`src/rtl/fp_collect_pkg.sv`:
```
// Shared constants, tag/state types and the float exponent helper for the product collector.
package fp_collect_pkg;

  localparam int DATA_W_C    = 32;
  localparam int NUM_LANES_C = 16;
  localparam int LANE_W      = $clog2(NUM_LANES_C);

  typedef enum logic [0:0] {
    IDLE = 1'b0,
    SEND = 1'b1
  } ser_state_e;

  typedef struct packed {
    logic save;
    logic acc_sign;
  } tag_t;

  // All-ones exponent marks NaN or Inf in IEEE-754 single precision.
  function automatic logic is_exp_max(input logic [31:0] word);
    return (word[30:23] == 8'hFF);
  endfunction

endpackage

```
`src/rtl/fp_tag_delay.sv`:
```
// Enabled shift register that delays the save/acc tags by the multiplier latency.
module fp_tag_delay
  import fp_collect_pkg::*;
#(
  parameter int DEPTH = 8
) (
  input  logic clk_i,
  input  logic rst_i,
  input  logic en_i,
  input  tag_t tag_i,
  output tag_t tail_o
);

  tag_t pipe_q [DEPTH];

  // Tag pipe advances in lockstep with the multiplier array.
  always_ff @(posedge clk_i) begin
    if (rst_i) begin
      for (int i = 0; i < DEPTH; i++) begin
        pipe_q[i] <= '0;
      end
    end else if (en_i) begin
      pipe_q[0] <= tag_i;
      for (int i = 1; i < DEPTH; i++) begin
        pipe_q[i] <= pipe_q[i-1];
      end
    end
  end

  assign tail_o = pipe_q[DEPTH-1];

endmodule

```
`src/rtl/fp_product_collector.sv`:
```
// Captures saved multiplier frames into a ping-pong buffer and streams them lane by lane.
// Optional FP_NAN_FLAG_EN adds per-beat NaN/Inf (out_tuser) and per-frame (frame_nan) flags.
module fp_product_collector
  import fp_collect_pkg::*;
#(
  parameter int MUL_LATENCY = 8,
  parameter int NUM_LANES   = NUM_LANES_C,
  parameter int DATA_W      = DATA_W_C
) (
  input  logic                        aclk,
  input  logic                        areset,
  input  logic                        mul_clken,
  input  logic                        in_save,
  input  logic                        in_acc_sign,
  input  logic [NUM_LANES*DATA_W-1:0] in_products,
  output logic                        out_tvalid,
  input  logic                        out_tready,
  output logic [DATA_W-1:0]           out_tdata,
  output logic                        out_tlast,
  output logic                        out_acc_sign,
  output logic                        stall_req,
  output logic                        frame_drop,
  output logic [7:0]                  drop_cnt
`ifdef FP_NAN_FLAG_EN
  ,
  output logic                        out_tuser,
  output logic                        frame_nan
`endif
);

  localparam int LW = $clog2(NUM_LANES);
  localparam logic [LW-1:0] LAST_LANE = LW'(NUM_LANES - 1);

  tag_t              tail_s;
  logic              consumed_q, consumed_d;
  logic [1:0]        full_q, full_d;
  logic              wr_ptr_q, rd_ptr_q;
  logic [1:0]        acc_q;
  logic [DATA_W-1:0] mem_q [2][NUM_LANES];
  logic              frame_drop_q;
  logic [7:0]        drop_cnt_q;
  logic              cap_cond_s, capture_s, drop_s, beat_s, last_beat_s;
  ser_state_e        state_q, state_d;
  logic [LW-1:0]     lane_q, lane_d;

  fp_tag_delay #(.DEPTH(MUL_LATENCY)) u_tag_delay (
    .clk_i  (aclk),
    .rst_i  (areset),
    .en_i   (mul_clken),
    .tag_i  ('{save: in_save, acc_sign: in_acc_sign}),
    .tail_o (tail_s)
  );

  // Capture/drop decode; writes alternate, so a full write buffer means both are full.
  always_comb begin
    cap_cond_s  = tail_s.save & ~consumed_q;
    capture_s   = cap_cond_s & ~full_q[wr_ptr_q];
    drop_s      = cap_cond_s & full_q[0] & full_q[1];
    beat_s      = out_tvalid & out_tready;
    last_beat_s = beat_s & (lane_q == LAST_LANE);
  end

  // Buffer occupancy and the once-per-tail guard; a buffer freed this cycle is not reusable yet.
  always_comb begin
    full_d = full_q;
    if (last_beat_s) begin
      full_d[rd_ptr_q] = 1'b0;
    end else begin
      full_d[rd_ptr_q] = full_q[rd_ptr_q];
    end
    if (capture_s) begin
      full_d[wr_ptr_q] = 1'b1;
    end else begin
      full_d[wr_ptr_q] = full_d[wr_ptr_q];
    end
    if (mul_clken) begin
      consumed_d = 1'b0;
    end else if (capture_s || drop_s) begin
      consumed_d = 1'b1;
    end else begin
      consumed_d = consumed_q;
    end
  end

  // Frame buffers, pointers and drop accounting.
  always_ff @(posedge aclk) begin
    if (areset) begin
      full_q       <= 2'b00;
      wr_ptr_q     <= 1'b0;
      rd_ptr_q     <= 1'b0;
      acc_q        <= 2'b00;
      consumed_q   <= 1'b0;
      frame_drop_q <= 1'b0;
      drop_cnt_q   <= 8'd0;
      for (int b = 0; b < 2; b++) begin
        for (int k = 0; k < NUM_LANES; k++) begin
          mem_q[b][k] <= '0;
        end
      end
    end else begin
      full_q       <= full_d;
      consumed_q   <= consumed_d;
      frame_drop_q <= drop_s;
      if (capture_s) begin
        for (int k = 0; k < NUM_LANES; k++) begin
          mem_q[wr_ptr_q][k] <= in_products[k*DATA_W +: DATA_W];
        end
        acc_q[wr_ptr_q] <= tail_s.acc_sign;
        wr_ptr_q        <= ~wr_ptr_q;
      end
      if (last_beat_s) begin
        rd_ptr_q <= ~rd_ptr_q;
      end
      if (drop_s && (drop_cnt_q != 8'hFF)) begin
        drop_cnt_q <= drop_cnt_q + 8'd1;
      end
    end
  end

  // Serialiser state register.
  always_ff @(posedge aclk) begin
    if (areset) begin
      state_q <= IDLE;
      lane_q  <= '0;
    end else begin
      state_q <= state_d;
      lane_q  <= lane_d;
    end
  end

  // Serialiser next state; a full partner buffer keeps SEND for back-to-back frames.
  always_comb begin
    state_d = state_q;
    lane_d  = lane_q;
    case (state_q)
      IDLE: begin
        lane_d = '0;
        if (full_q[rd_ptr_q]) begin
          state_d = SEND;
        end else begin
          state_d = IDLE;
        end
      end
      SEND: begin
        if (last_beat_s) begin
          lane_d  = '0;
          state_d = full_q[~rd_ptr_q] ? SEND : IDLE;
        end else if (beat_s) begin
          lane_d = lane_q + LW'(1);
        end else begin
          lane_d = lane_q;
        end
      end
      default: begin
        state_d = IDLE;
        lane_d  = '0;
      end
    endcase
  end

  // Stream outputs, all derived from registered state.
  always_comb begin
    out_tvalid   = 1'b0;
    out_tdata    = '0;
    out_tlast    = 1'b0;
    out_acc_sign = 1'b0;
    case (state_q)
      SEND: begin
        out_tvalid   = 1'b1;
        out_tdata    = mem_q[rd_ptr_q][lane_q];
        out_tlast    = (lane_q == LAST_LANE);
        out_acc_sign = acc_q[rd_ptr_q];
      end
      default: begin
        out_tvalid   = 1'b0;
      end
    endcase
  end

  assign stall_req  = full_q[0] & full_q[1];
  assign frame_drop = frame_drop_q;
  assign drop_cnt   = drop_cnt_q;

`ifdef FP_NAN_FLAG_EN
  logic nan_q;

  // Sticky NaN/Inf seen on accepted beats of the current frame.
  always_ff @(posedge aclk) begin
    if (areset) begin
      nan_q <= 1'b0;
    end else if (last_beat_s) begin
      nan_q <= 1'b0;
    end else if (beat_s && out_tuser) begin
      nan_q <= 1'b1;
    end
  end

  assign out_tuser = out_tvalid & is_exp_max(out_tdata);
  assign frame_nan = out_tvalid & (nan_q | out_tuser);
`endif

endmodule

```
`config.mk`:
```
export PLATFORM = sky130hd
export DESIGN_NAME = fp_product_collector
export DESIGN_NICKNAME = d
export VERILOG_FILES = /design/src/rtl/fp_collect_pkg.sv /design/src/rtl/fp_tag_delay.sv /design/src/rtl/fp_product_collector.sv
export SDC_FILE = /design/constraint.sdc
export NUM_CORES = 1
export LEC_CHECK = 0
export CORE_UTILIZATION = 58
export CTS_BUF_LIST = sky130_fd_sc_hd__clkbuf_8 sky130_fd_sc_hd__clkbuf_16
export DETAILED_ROUTE_END_ITERATION = 12
export DONT_BUFFER_PORTS = 1
export GPL_ROUTABILITY_DRIVEN = 0
export PLACE_DENSITY = 0.76
export SETUP_SLACK_MARGIN = 0.1
export SKIP_CTS_REPAIR_TIMING = 1
export SYNTH_ARGS = -nofsm -noshare
export SYNTH_HDL_FRONTEND = slang
export SYNTH_SLANG_ARGS = --single-unit
```
`constraint.sdc`:
```
create_clock -name aclk -period 41.6 [get_ports aclk]
set_input_delay 6.24 -clock aclk [delete_from_list [all_inputs] [get_ports aclk]]
set_output_delay 6.24 -clock aclk [all_outputs]
set_load 0.1 [all_outputs]
```
==> results.cfg <==
[synthesis]
syn_area_um2 = 48100
synthTopCellsByArea = edfxtp_1 65%, mux4_2 9.0%, and3_1 7.1%
syn_avg_cell_area_um2 = 15.4
synthArstFlopShare = 0
ys.flop_type = edfxtp_1
synth_cell_types = 50
synth_commonest_cells = 1,040 x edfxtp_1, 544 x and3_1, 493 x and2_1, 192 x mux4_2, 137 x clkbuf_1
synth_warnings = 0
yosysTopAreaCell = edfxtp_1
ys_ff_latch = 1062
netlist_instances = 3130
synth_top_cell_area_share = 0.649
synth_most_common_cell = edfxtp_1
syn_nets = 3650
ys_seq_area_frac = 0.658
synth_edf_count = 1040

[drt]
viasPerCell = 6.38
wire_per_inst_um = 30.1
first_pass_iters = 5
wl_mm = 128
drt_iter0_markers = 2964
route.detailed.drc = 0
num_vias = 27200
antenna_left = 0

[place]
dp_hpwl_mm = 84.7
io_buffers = 0
dp_slack_ns = 31.01
dpl.cell_count = 3984

[global_routing]
antenna_found_initial = 46
grt_pass1_wl_mm = 185
grt_max_degree = 374
overflow = 0
grt_usage = 0.303
grt_pass1_vias = 27400

[worst_setup_path]
critPathCaptureType = primary output
path_max_fanout = 40
start_kind = register
crit_type = reg -> out
cp.required_ns = 35.36
cp.arrival_ns = 4.96

[sta]
hold_slack_ns = 0.491
fin_crit_ns = 11.20
timing.setup.tns_ns = 0
worstMarginPinSlew_ns = 1.35
rsz0062_at_grt = false
fin_crit_sh = 0.269
skew_ns = 0.0186
finalSetupViolCount = 0
slew_headroom = 0.0969
hold_violations = 0
setup_ws_ns = 30.40
fmax_mhz = 89.3
maxSlewViolCount = 0

[clocking]
cts-root-buf = clkbuf_16
cts_buffers = 108
htreeDepth = 3
clock_latency_ns = 0.67
clk_pin_slew_worst_paths_ns = 0.06
cts.sinks = 1062
cts_max_path_buffers = 3
cts_tree = built

[final_layout]
layout.cells.non_filler = 4260
drive_above_1_share = 0.163
nNetsFinal = 3544
area_growth_syn_to_layout_pct = 10.7

[pwr]
peakVddDrop_mv = 0.0456
power.density_nw_per_um2 = 45.8
p_leak_uw = 0.0203

[hold_path]
hp-class = reg -> reg

[run_status]
status = complete, no violations

[die]
die_area_um2 = 84100
io_pins = 563
dieWidth_um = 290
start_util = 0.586
placementRows = 105
core_um2 = 82100
die_h_um = 290

[job]
maxCapViolations = 0
[critical path, stage by stage, from the launching register on]
cell      delay, ns
dfxtp_4        0.85
buf_4          0.78
buf_4          0.74
mux4_2         0.65
a211oi_1       0.66
nor4_2         0.25
buf_16         0.24
[path summary, 6_finish.rpt]
kind	from	to	slack [ns]	depth (start not counted)
worst max-delay path	register	out_tdata[13]	30.40	6
worst min-delay path	acc_q[0]	acc_q[0]	0.49	2
worst max register to register	wr_ptr_q	mem_q[1][369]	36.72	6
worst min register to register	acc_q[0]	acc_q[0]	0.49	2
[registers in the layout, summed over array words and instances, names as in the netlist, named ones only]
register,cells
mem_q,1024
u_tag_delay.pipe_q,16
full_q,2
consumed_q,1
wr_ptr_q,1
acc_q,2
state_q,1
lane_q,4
drop_cnt,8
rd_ptr_q,1
frame_drop,1
[layer usage]
layer  GRT usage  wire (um)
met4       0.152       5950
met1       0.363      45200
met3      0.0949      12400
met2       0.497      64600
met5           0        202
[cell families (layout without fill, tap and decap cells)]
logic type | Yosys count | after routing | synth area share
and+or+nand+nor | 1192 | 1192 | 0.154
muxes | 356 | 356 | 0.125
buffers and inverters | 297 | 287 | 0.0314
AOI/OAI and AO/OA | 217 | 217 | 0.0302
adders and majority gates | 2 | 2 | 0.000520
DFF | 1062 | 1062 | 0.658
other | 0 | 70 | 0
xor gates and xnor gates | 4 | 4 | 0.000728
[placed cells by master, fill, tap and decap left out, drive strengths merged, types with 5 or more instances in the layout]
cell / count
o21ai: 34
buf: 71
bufinv: 12
clkbuf: 115
and2: 493
nor2: 20
clkinv: 48
dfxtp: 22
diode: 70
a211oi: 64
mux2: 32
inv: 38
and3: 544
a22oi: 64
mux2i: 132
nand2: 6
nand3: 5
nor2b: 73
a21oi: 40
nor4: 32
mux4: 192
edfxtp: 1040
[cell type report]
type / instances / area, um2
sequential: 1062 / 31700
clock buffer: 115 / 2840
fill: 5651 / 28900
tap: 1070 / 1340
antenna: 70 / 175
inverter: 10 / 45.0
multi-input combinational: 1771 / 15200
clock inverter: 91 / 747
timing repair buffer: 71 / 1230
[report_power, final]
| part | switching, uW | internal [uW] | leakage, uW |
|---|---|---|---|
| Clock | 407 | 567 | 0.00187 |
| Combinational | 115 | 62.9 | 0.00740 |
| Sequential | 22.3 | 1260 | 0.0111 |
| Total | 544 | 1890 | 0.0203 |
[metrics by stage]
stage | utilization | area (um2) | power (uW)
floorplan | - | 48100 | 1480
global placement | 0.603 | 49500 | 1480
detailed placement | 0.603 | 49500 | 1490
CTS | 0.646 | 53100 | 2450
global route | 0.648 | 53200 | 2500
finish | 0.648 | 53200 | 2440
No activity file was read; power rests on OpenSTA's default activity.
